<file path="src/rtl/ex_div_if.sv">
// Execute-stage divider handshake: EX drives operands/start/annul,
// the divider returns {remainder, quotient} with a ready flag.
interface ex_div_if #(
    parameter int DATA_W = 32
);
    logic                  signed_div_i;
    logic [DATA_W-1:0]     opdata1_i;
    logic [DATA_W-1:0]     opdata2_i;
    logic                  start_i;
    logic                  annul_i;
    logic [2*DATA_W-1:0]   result_o;
    logic                  ready_o;

    modport master (
        output signed_div_i, opdata1_i, opdata2_i, start_i, annul_i,
        input  result_o, ready_o
    );

    modport slave (
        input  signed_div_i, opdata1_i, opdata2_i, start_i, annul_i,
        output result_o, ready_o
    );
endinterface

</file>
<file path="src/rtl/ex_div.sv">
// Iterative radix-2 restoring divider for DIV/DIVU: one quotient bit per
// clock on magnitudes, sign fix-up applied when the result is registered.
module ex_div #(
    parameter int DATA_W = 32
) (
    input  logic     clk,
    input  logic     rst,
    ex_div_if.slave  div
);
    localparam int                CW       = $clog2(DATA_W) + 1;
    localparam logic [CW-1:0]     CNT_LAST = CW'(DATA_W);

    typedef enum logic [1:0] {FREE, BYZERO, ON, END} state_t;

    state_t                state_q;
    logic [CW-1:0]         cnt_q;
    // {partial remainder (DATA_W+1), dividend bits shifting out / quotient shifting in}
    logic [2*DATA_W:0]     work_q;
    logic [2*DATA_W:0]     work_d;
    logic [DATA_W-1:0]     dsor_q;
    logic                  sgn_q;
    logic                  neg1_q;
    logic                  neg2_q;
    logic [2*DATA_W-1:0]   result_q;
    logic                  ready_q;

    logic [DATA_W-1:0]     abs1;
    logic [DATA_W-1:0]     abs2;
    logic [DATA_W+1:0]     trial;
    logic [DATA_W-1:0]     quot;
    logic [DATA_W-1:0]     rem;
    logic [DATA_W-1:0]     quot_fix;
    logic [DATA_W-1:0]     rem_fix;

    always_comb begin
        abs1 = div.opdata1_i;
        abs2 = div.opdata2_i;
        if (div.signed_div_i && div.opdata1_i[DATA_W-1]) abs1 = -div.opdata1_i;
        if (div.signed_div_i && div.opdata2_i[DATA_W-1]) abs2 = -div.opdata2_i;

        // Shift the next dividend bit into the partial remainder and try the subtract.
        trial  = {work_q[2*DATA_W:DATA_W], work_q[DATA_W-1]} - {2'b00, dsor_q};
        work_d = {work_q[2*DATA_W-1:0], 1'b0};
        if (!trial[DATA_W+1])
            work_d = {trial[DATA_W:0], work_q[DATA_W-2:0], 1'b1};

        quot     = work_q[DATA_W-1:0];
        rem      = work_q[2*DATA_W-1:DATA_W];
        quot_fix = (sgn_q && (neg1_q ^ neg2_q)) ? -quot : quot;
        rem_fix  = (sgn_q && neg1_q) ? -rem : rem;
    end

    always_ff @(posedge clk or negedge rst) begin
        if (!rst) begin
            state_q  <= FREE;
            cnt_q    <= '0;
            work_q   <= '0;
            dsor_q   <= '0;
            sgn_q    <= 1'b0;
            neg1_q   <= 1'b0;
            neg2_q   <= 1'b0;
            result_q <= '0;
            ready_q  <= 1'b0;
        end else begin
            case (state_q)
                FREE: begin
                    ready_q  <= 1'b0;
                    result_q <= '0;
                    if (div.start_i && !div.annul_i) begin
                        sgn_q  <= div.signed_div_i;
                        neg1_q <= div.signed_div_i & div.opdata1_i[DATA_W-1];
                        neg2_q <= div.signed_div_i & div.opdata2_i[DATA_W-1];
                        cnt_q  <= '0;
                        if (div.opdata2_i == '0) begin
                            state_q <= BYZERO;
                        end else begin
                            work_q  <= {{(DATA_W+1){1'b0}}, abs1};
                            dsor_q  <= abs2;
                            state_q <= ON;
                        end
                    end
                end
                BYZERO: begin
                    result_q <= '0;
                    ready_q  <= 1'b1;
                    state_q  <= END;
                end
                ON: begin
                    if (div.annul_i) begin
                        cnt_q   <= '0;
                        state_q <= FREE;
                    end else if (cnt_q == CNT_LAST) begin
                        result_q <= {rem_fix, quot_fix};
                        ready_q  <= 1'b1;
                        state_q  <= END;
                    end else begin
                        work_q <= work_d;
                        cnt_q  <= cnt_q + 1'b1;
                    end
                end
                END: begin
                    // Held while EX keeps start high (downstream stall).
                    if (!div.start_i) begin
                        ready_q  <= 1'b0;
                        result_q <= '0;
                        state_q  <= FREE;
                    end
                end
                default: state_q <= FREE;
            endcase
        end
    end

    assign div.result_o = result_q;
    assign div.ready_o  = ready_q;
endmodule

</file>
<file path="src/flat_wrapper.sv">
// flat-port wrapper written by rule: the top's interface ports become plain ports
module ex_div_flat 
#(
    parameter int DATA_W = 32
)
  (clk, rst, div_signed_div_i, div_opdata1_i, div_opdata2_i, div_start_i, div_annul_i, div_result_o, div_ready_o);
  ex_div_if #(.DATA_W(DATA_W)) div_i ();
  input  logic clk;
  input  logic rst;
  input wire logic [$bits(div_i.signed_div_i)-1:0] div_signed_div_i;
  input wire logic [$bits(div_i.opdata1_i)-1:0] div_opdata1_i;
  input wire logic [$bits(div_i.opdata2_i)-1:0] div_opdata2_i;
  input wire logic [$bits(div_i.start_i)-1:0] div_start_i;
  input wire logic [$bits(div_i.annul_i)-1:0] div_annul_i;
  output wire logic [$bits(div_i.result_o)-1:0] div_result_o;
  output wire logic [$bits(div_i.ready_o)-1:0] div_ready_o;
  assign div_i.signed_div_i = div_signed_div_i;
  assign div_i.opdata1_i = div_opdata1_i;
  assign div_i.opdata2_i = div_opdata2_i;
  assign div_i.start_i = div_start_i;
  assign div_i.annul_i = div_annul_i;
  assign div_result_o = div_i.result_o;
  assign div_ready_o = div_i.ready_o;
  ex_div #(.DATA_W(DATA_W)) u_core (.clk(clk), .rst(rst), .div(div_i));
endmodule
</file>
<file path="config.mk">
export PLATFORM = sky130hd
export DESIGN_NAME = ex_div_flat
export DESIGN_NICKNAME = d
export VERILOG_FILES = /design/src/rtl/ex_div_if.sv /design/src/rtl/ex_div.sv /design/src/flat_wrapper.sv
export SDC_FILE = /design/constraint.sdc
export NUM_CORES = 1
export LEC_CHECK = 0
export ABC_AREA = 1
export CAP_MARGIN = 10
export CORE_MARGIN = 1.5
export CORE_UTILIZATION = 35
export DETAILED_ROUTE_END_ITERATION = 6
export HOLD_SLACK_MARGIN = 0.12
export PLACE_DENSITY = 0.61
export RECOVER_POWER = 100
export SLEW_MARGIN = 10
export SYNTH_ARGS = -nofsm -noshare
export SYNTH_HDL_FRONTEND = slang
export SYNTH_SLANG_ARGS = --single-unit
</file>
<file path="constraint.sdc">
create_clock -name clk -period 4.6 [get_ports clk]
set_clock_uncertainty 0.2 [all_clocks]
set_input_delay 0.92 -clock clk [delete_from_list [all_inputs] [get_ports clk]]
set_output_delay 0.92 -clock clk [all_outputs]
set_load 0.005 [all_outputs]
</file>
==> results of run 1 <==
## metrics by stage
stage	utilization, %	setup slack, ns	hold slack [ns]
floorplan	-	1.98	0.249
global placement	40.3	0.700	0.263
detailed placement	40.3	0.576	0.270
CTS	41.8	1.06	0.288
global route	41.7	0.403	0.296
finish	41.7	0.634	0.276
## sequential cells by signal (all words and copies together) (netlist names)
signal,flops
u_core.work_q,65
u_core.div.result_o,64
u_core.dsor_q,32
u_core.cnt_q,6
u_core.state_q,2
u_core.div.ready_o,1
u_core.neg1_q,1
u_core.neg2_q,1
u_core.sgn_q,1
## kinds of logic after synthesis
group / after synthesis / share of synthesized area (%)
XOR/XNOR: 74 / 4.96
flip-flops: 173 / 33.1
AO/OA/AOI/OAI: 324 / 13.4
buffers and inverters: 308 / 9.56
AND/OR/NAND/NOR: 1069 / 34.8
adder cells (fa/ha/maj): 43 / 4.17
## critical path: stages
cell and delay, ns:
dlygate4sd3_1 0.53, inv_1 0.10, ha_1 0.30, nand3_1 0.15
nor2_2 0.10, nand2_1 0.09, nor2_1 0.21, nand2_1 0.09
nor2_1 0.25, nand2_2 0.11, nand4_4 0.28, clkbuf_2 0.66
nor2_1 0.10, o21ai_0 0.13, nand2_1 0.08
## worst min-delay path by stage
stage	from	end	depth (start not counted)
3_3_place_gp	u_core.div.result_o[22]	u_core.div.result_o[22]	2
6_report	u_core.div.result_o[50]	u_core.div.result_o[50]	2
5_1_grt	u_core.div.result_o[46]	u_core.div.result_o[46]	2
4_1_cts	u_core.div.result_o[13]	u_core.div.result_o[13]	2
3_5_place_dp	u_core.div.result_o[13]	u_core.div.result_o[13]	2
2_1_floorplan	u_core.dsor_q[30]	u_core.dsor_q[30]	2
## per-layer routing
layer	share of wire, %	vias to the layer above
met5	0	-
met1	52	5875
met4	1.5	0
li1	-	6640
met3	6.0	36
met2	41	411
## cells in the final DEF (no fill, tap or decap), types with 27 or more instances in the layout
master,instances
xor2_1,50
o21ai_0,183
a21oi_1,84
dlygate4sd3_1,67
clkdlybuf4s50_1,65
nand4_1,27
nor2_1,185
nor3_1,38
dfrtp_1,173
nand2_1,631
nand3_1,133
inv_1,241
ha_1,42
## power breakdown
group	switching [µW]	internal [µW]
Sequential	528	1970
Combinational	3980	1890
Clock	732	723
Total	5240	4580
## layout make-up
type / count / area (µm²) / share of cell area, %
Multi-Input combinational cell: 1510 / 7470 / 48.8
Clock inverter: 14 / 150 / 0.982
Clock buffer: 18 / 429 / 2.81
Sequential cell: 173 / 4330 / 28.3
Inverter: 250 / 938 / 6.13
Timing Repair Buffer: 144 / 1390 / 9.11
Tap cell: 468 / 586 / 3.83
==> results by group, run 1 <==
Timing
  – Final Setup Violations: 0
  – Final worst-path cycle share: 86.2%
  – F_max: 252 MHz
  – Unrepaired setup endpoints after global routing: no
  – Slew headroom: -59.6%
  – Final Hold Viols: 0
  – Worst-margin pin slew: 2.39 ns
  – Final Max Slew Viols: 164
  – Crit path time final: 3.97 ns
  – Setup TNS: 0 ns

Synth
  – Synth top area cells: dfrtp_1 33%, nand2_1 18%, inv_1 6.9%, o21ai_0 5.7%, nor2_1 5.2%
  – Yosys Warn Count: 0
  – Distinct cell type count after synthesis: 50
  – Dominant cell type by area after synthesis: dfrtp_1
  – Post-synth top flop: dfrtp_1
  – Post-synthesis sequential area ratio: 33.1%
  – Count leader, synth: nand2_1
  – Post-synth top cells: 629 x nand2_1, 240 x inv_1, 180 x nor2_1
  – Area share of the largest cell type after synthesis: 33.1%
  – Ys async rst share: 100%
  – Cells after Synth: 1991
  – Synth Cell Area: 13100 µm²
  – Register bit count reported by yosys: 173
  – Syn nets: 2103
  – Number of synthesized flops with an enable pin: 0
  – Syn_area_per_cell: 6.57 µm²

Clocking
  – Clock buffer depth: 2
  – H-tree levels: 4
  – CTS tree: built
  – Setup repair bufs after CTS: 0
  – Clock-pin slew on the worst setup and hold paths: 0.07 ns
  – Post-CTS Hold Buffers: 0
  – CTS resizes: 0
  – Clk sinks: 173
  – CTS root buffer: clkbuf_16
  – Total CTS buffers: 17
  – Clk_lat worst skew: 0.46 ns

Global route
  – Largest net degree at the start of global routing: 91
  – First-pass GRT wire length: 64100 µm
  – GR Util All Layers: 20.9%
  – Met1 Track Usage GR: 33.2%
  – GR Util met3: 2.78%
  – Global route overflow: 0
  – Grt met2 use: 29.2%
  – GRT Max-Usage Layer: met1
  – Vias in the first global route: 11800
  – Initial antenna violation count: 0

Final layout
  – Post-Layout Cell Count: 2577
  – Final instance area: 15300 µm²
  – Final nets: 2208
  – Layout cell share with drive strength beyond 1: 4.17%
  – Ant diodes: 0
  – Fill cells: 3901
  – Synth-to-layout area growth: 17.0%

Drt
  – # DRC: 0
  – First-pass iteration count of the detailed router: 5
  – Iter 0 DRT Violations: 1095
  – Final Routed Wirelength: 40000 µm
  – Wire per inst: 15.5 µm
  – Post-DRT Antenna Nets: 0
  – Via/cell ratio: 5.03
  – DR vias: 13000

Floorplanning
  – Die height: 196 µm
  – Die width: 196 µm
  – Starting density of the core: 35.6%
  – Core area: 36700 µm²
  – Die footprint: 38500 µm²
  – FP Rows: 70
  – Top-Level Pins: 134

Critical path
  – Worst R2R Path Depth: 11
  – CP Class: in -> reg
  – Crit. End Element: flip-flop
  – Launching point of the worst reg2reg path: u_core.state_q[0]
  – FF-to-FF End: u_core.div.result_o[55]
  – WP data required: 4.74 ns
  – Setup slack, reg-to-reg: 0.92 ns
  – Startpoint Class: input port
  – Crit path from: div_opdata2_i[0]
  – Termination of the worst setup path: u_core.work_q[25]
  – Crit path DAT: 4.10 ns
  – Worst-path fanout max: 35

Placed design
  – Dpl cells: 2545
  – DP Area: 14800 µm²
  – Routability cong.: 0.902
  – Post-DP HPWL: 31400 µm
  – Port Buffers: 133

Flow run
  – Max Cap Violations: 2

Outcome
  – Status: finished, violations left
  – Failing checks: capacitance limit, slew limit

Pwr
  – Pwr/cell area: 642 nW/µm²
  – Worst vdd ir: 0.370 mV
  – Pleak: 0.00765 µW
  – Tot Pwr: 9820 µW

Hold path
  – Worst hold path class: reg -> reg
(Power assumes the default switching activity.)
==> run 2: changes to the inputs <==
--- a/config.mk
+++ b/config.mk
@@ -11,6 +11,7 @@
 export CORE_UTILIZATION = 35
 export DETAILED_ROUTE_END_ITERATION = 6
 export HOLD_SLACK_MARGIN = 0.12
+export MAX_ROUTING_LAYER = met4
 export PLACE_DENSITY = 0.61
 export RECOVER_POWER = 100
 export SLEW_MARGIN = 10
==> run 2 against run 1 <==
  * The flow still finishes with violations (capacitance limit, slew limit)
  * Setup slack got worse by 0.020 ns
  * Fmax down 0.49%
  * Total power increased by 1.1%
  * Cell area increased by 0.30%
  * Via count rose by 0.82%
  * Critical path depth is 1 higher
  * Sequential cell count is the same
  * Sequential share of layout area shrank 0.085 points
  * Sequential power barely moved
  * Critical endpoint is now u_core.work_q[63]
  * Largest cell class unchanged
  * Highest routed layer unchanged
==> results by group, run 2 (synthesized netlist as in run 1, its figures left out) <==
Final layout
  – Most flops, register: u_core.work_q
  – Ant diodes: 0
  – Most frequent cells in the layout: 630 x nand2_1, 240 x inv_1, 186 x nor2_1, 185 x o21ai_0, 173 x dfrtp_1
  – Post-Layout Cell Count: 2578
  – Final nets: 2209
  – Largest register FFs: 65
  – Most common cell after layout, fill and taps aside: nand2_1
  – Layout cell share with drive strength beyond 1: 4.27%
  – Synth-to-layout area growth: 17.3%

Drt
  – Post-DRT Antenna Nets: 0
  – # DRC: 0
  – Via/cell ratio: 5.07
  – Iter 0 DRT Violations: 949
  – Final Routed Wirelength: 40400 µm
  – DR vias: 13100
  – Wire per inst: 15.7 µm
  – First-pass iteration count of the detailed router: 5

Flow run
  – Max Cap Violations: 1

Pwr
  – Comb pwr share: 59.2%
  – Sequential power share: 25.3%
  – Pleak: 0.00768 µW
  – Switching share of power: 53.1%
  – Worst vdd ir: 0.379 mV
  – Switch Pwr: 5270 µW
  – Pwr/cell area: 647 nW/µm²
  – Cell Int Power: 4660 µW
  – Clk pwr share: 15.5%
  – Tot Pwr: 9930 µW

Timing
  – Final Setup Violations: 0
  – Final Hold Viols: 0
  – Crit path time final: 3.99 ns
  – Slew headroom: -4.87%
  – Final worst-path cycle share: 86.6%
  – Setup TNS: 0 ns
  – Unrepaired setup endpoints after global routing: no
  – Final Max Slew Viols: 73
  – Worst-margin pin slew: 1.57 ns
  – F_max: 251 MHz

Placed design
  – Post-DP HPWL: 31700 µm
  – Dpl cells: 2546
  – Routability cong.: 0.927
  – Port Buffers: 133

Clocking
  – CTS tree: built
  – H-tree levels: 4
  – Total CTS buffers: 17
  – Clock buffer depth: 2
  – Clk sinks: 173
  – CTS root buffer: clkbuf_16
  – Clock-pin slew on the worst setup and hold paths: 0.08 ns
  – Clk_lat worst skew: 0.46 ns
  – Setup repair bufs after CTS: 0
  – Post-CTS Hold Buffers: 0
  – CTS resizes: 0

Global route
  – Initial antenna violation count: 0
  – GR Util All Layers: 22.0%
  – Largest net degree at the start of global routing: 73
  – First-pass GRT wire length: 65300 µm
  – Global route overflow: 0
  – Vias in the first global route: 12100

Critical path
  – Worst-path fanout max: 32
  – Startpoint Class: input port
  – WP data required: 4.75 ns
  – Crit. End Element: flip-flop
  – CP Class: in -> reg
  – Crit path DAT: 4.14 ns

Hold path
  – Worst hold path class: in -> async

Floorplanning
  – FP Rows: 70
  – Die footprint: 38500 µm²
  – Starting density of the core: 35.6%
  – Core area: 36700 µm²
  – Die height: 196 µm
  – Top-Level Pins: 134
  – Die width: 196 µm

Outcome
  – Status: finished, violations left
  – Failing checks: capacitance limit, slew limit
-- run 2: cell types whose count changed in the layout (fill, tap and decap cells not counted), sizes merged --
cell	previous run	this run
buf	6	11
bufinv	0	1
clkbuf	24	20
clkinv	9	4
clkinvlp	0	2
inv	255	257
-- run 2: area by class of cell --
class	instances	area [µm²]
fillers	3864	21400
multi-input cells	1510	7450
flip-flops and latches	173	4330
repair buffers	145	1430
inverters	250	938
well taps	468	586
clock buffers	18	439
clock inverters	14	171
-- run 2: path summary, 6_finish.rpt --
check | start | slack [ns] | endpoint | depth (start not counted)
hold / removal | rst | 0.27 | u_core.dsor_q[27] | 1
setup / recovery | div_opdata2_i[0] | 0.61 | u_core.work_q[63] | 16
hold reg to reg | u_core.div.result_o[18] | 0.27 | u_core.div.result_o[18] | 2
setup reg to reg | u_core.state_q[0] | 0.86 | u_core.div.result_o[14] | 11
min in group clk | u_core.div.result_o[18] | 0.27 | u_core.div.result_o[18] | 2
max in group asynchronous | rst | 2.81 | u_core.work_q[32] | 2
-- run 2: metal layers --
metal | track usage (%) | share of wire (%)
met5 | - | 0
met4 | 5.98 | 1.9
met3 | 2.66 | 5.9
met2 | 29.8 | 40
met1 | 33.7 | 52
-- run 2: power groups by stage --
stage | Combinational, µW | Clock (µW) | Sequential, µW
floorplan | 4550 | 0 | 2310
global placement | 5820 | 0 | 2500
detailed placement | 5880 | 0 | 2520
CTS | 5910 | 1570 | 2490
global route | 6710 | 1620 | 2560
finish | 5880 | 1540 | 2510
-- run 2: critical path, stage by stage --
cell           delay (ns)
dlygate4sd3_1        0.53
inv_1                0.10
ha_1                 0.29
nand3_1              0.15
nor2_2               0.10
nand2_1              0.08
nor2_1               0.20
nand2_1              0.08
nor2_1               0.25
nand2_2              0.07
nand4_1              0.47
buf_4                0.37
nor2_1               0.06
buf_4                0.25
nand3_1              0.13
nand2_1              0.06
-- run 2: through the flow --
| stage | hold WS [ns] | utilization (%) | instance area (µm²) | setup WS (ns) |
|---|---|---|---|---|
| 2_1_floorplan | 0.249 | - | 13100 | 1.98 |
| 3_3_place_gp | 0.263 | 40.3 | 14800 | 0.697 |
| 3_5_place_dp | 0.265 | 40.3 | 14800 | 0.560 |
| 4_1_cts | 0.285 | 42.0 | 15400 | 0.960 |
| 5_1_grt | 0.302 | 41.8 | 15300 | 0.330 |
| 6_report | 0.274 | 41.8 | 15300 | 0.614 |
==> run 3: changes to the inputs <==
--- a/config.mk
+++ b/config.mk
@@ -14,7 +14,7 @@
 export MAX_ROUTING_LAYER = met4
 export PLACE_DENSITY = 0.61
 export RECOVER_POWER = 100
-export SLEW_MARGIN = 10
+export SLEW_MARGIN = 20
 export SYNTH_ARGS = -nofsm -noshare
 export SYNTH_HDL_FRONTEND = slang
 export SYNTH_SLANG_ARGS = --single-unit
==> results of run 3 <==
Final layout, timing and power as in run 2 (identical DEF).
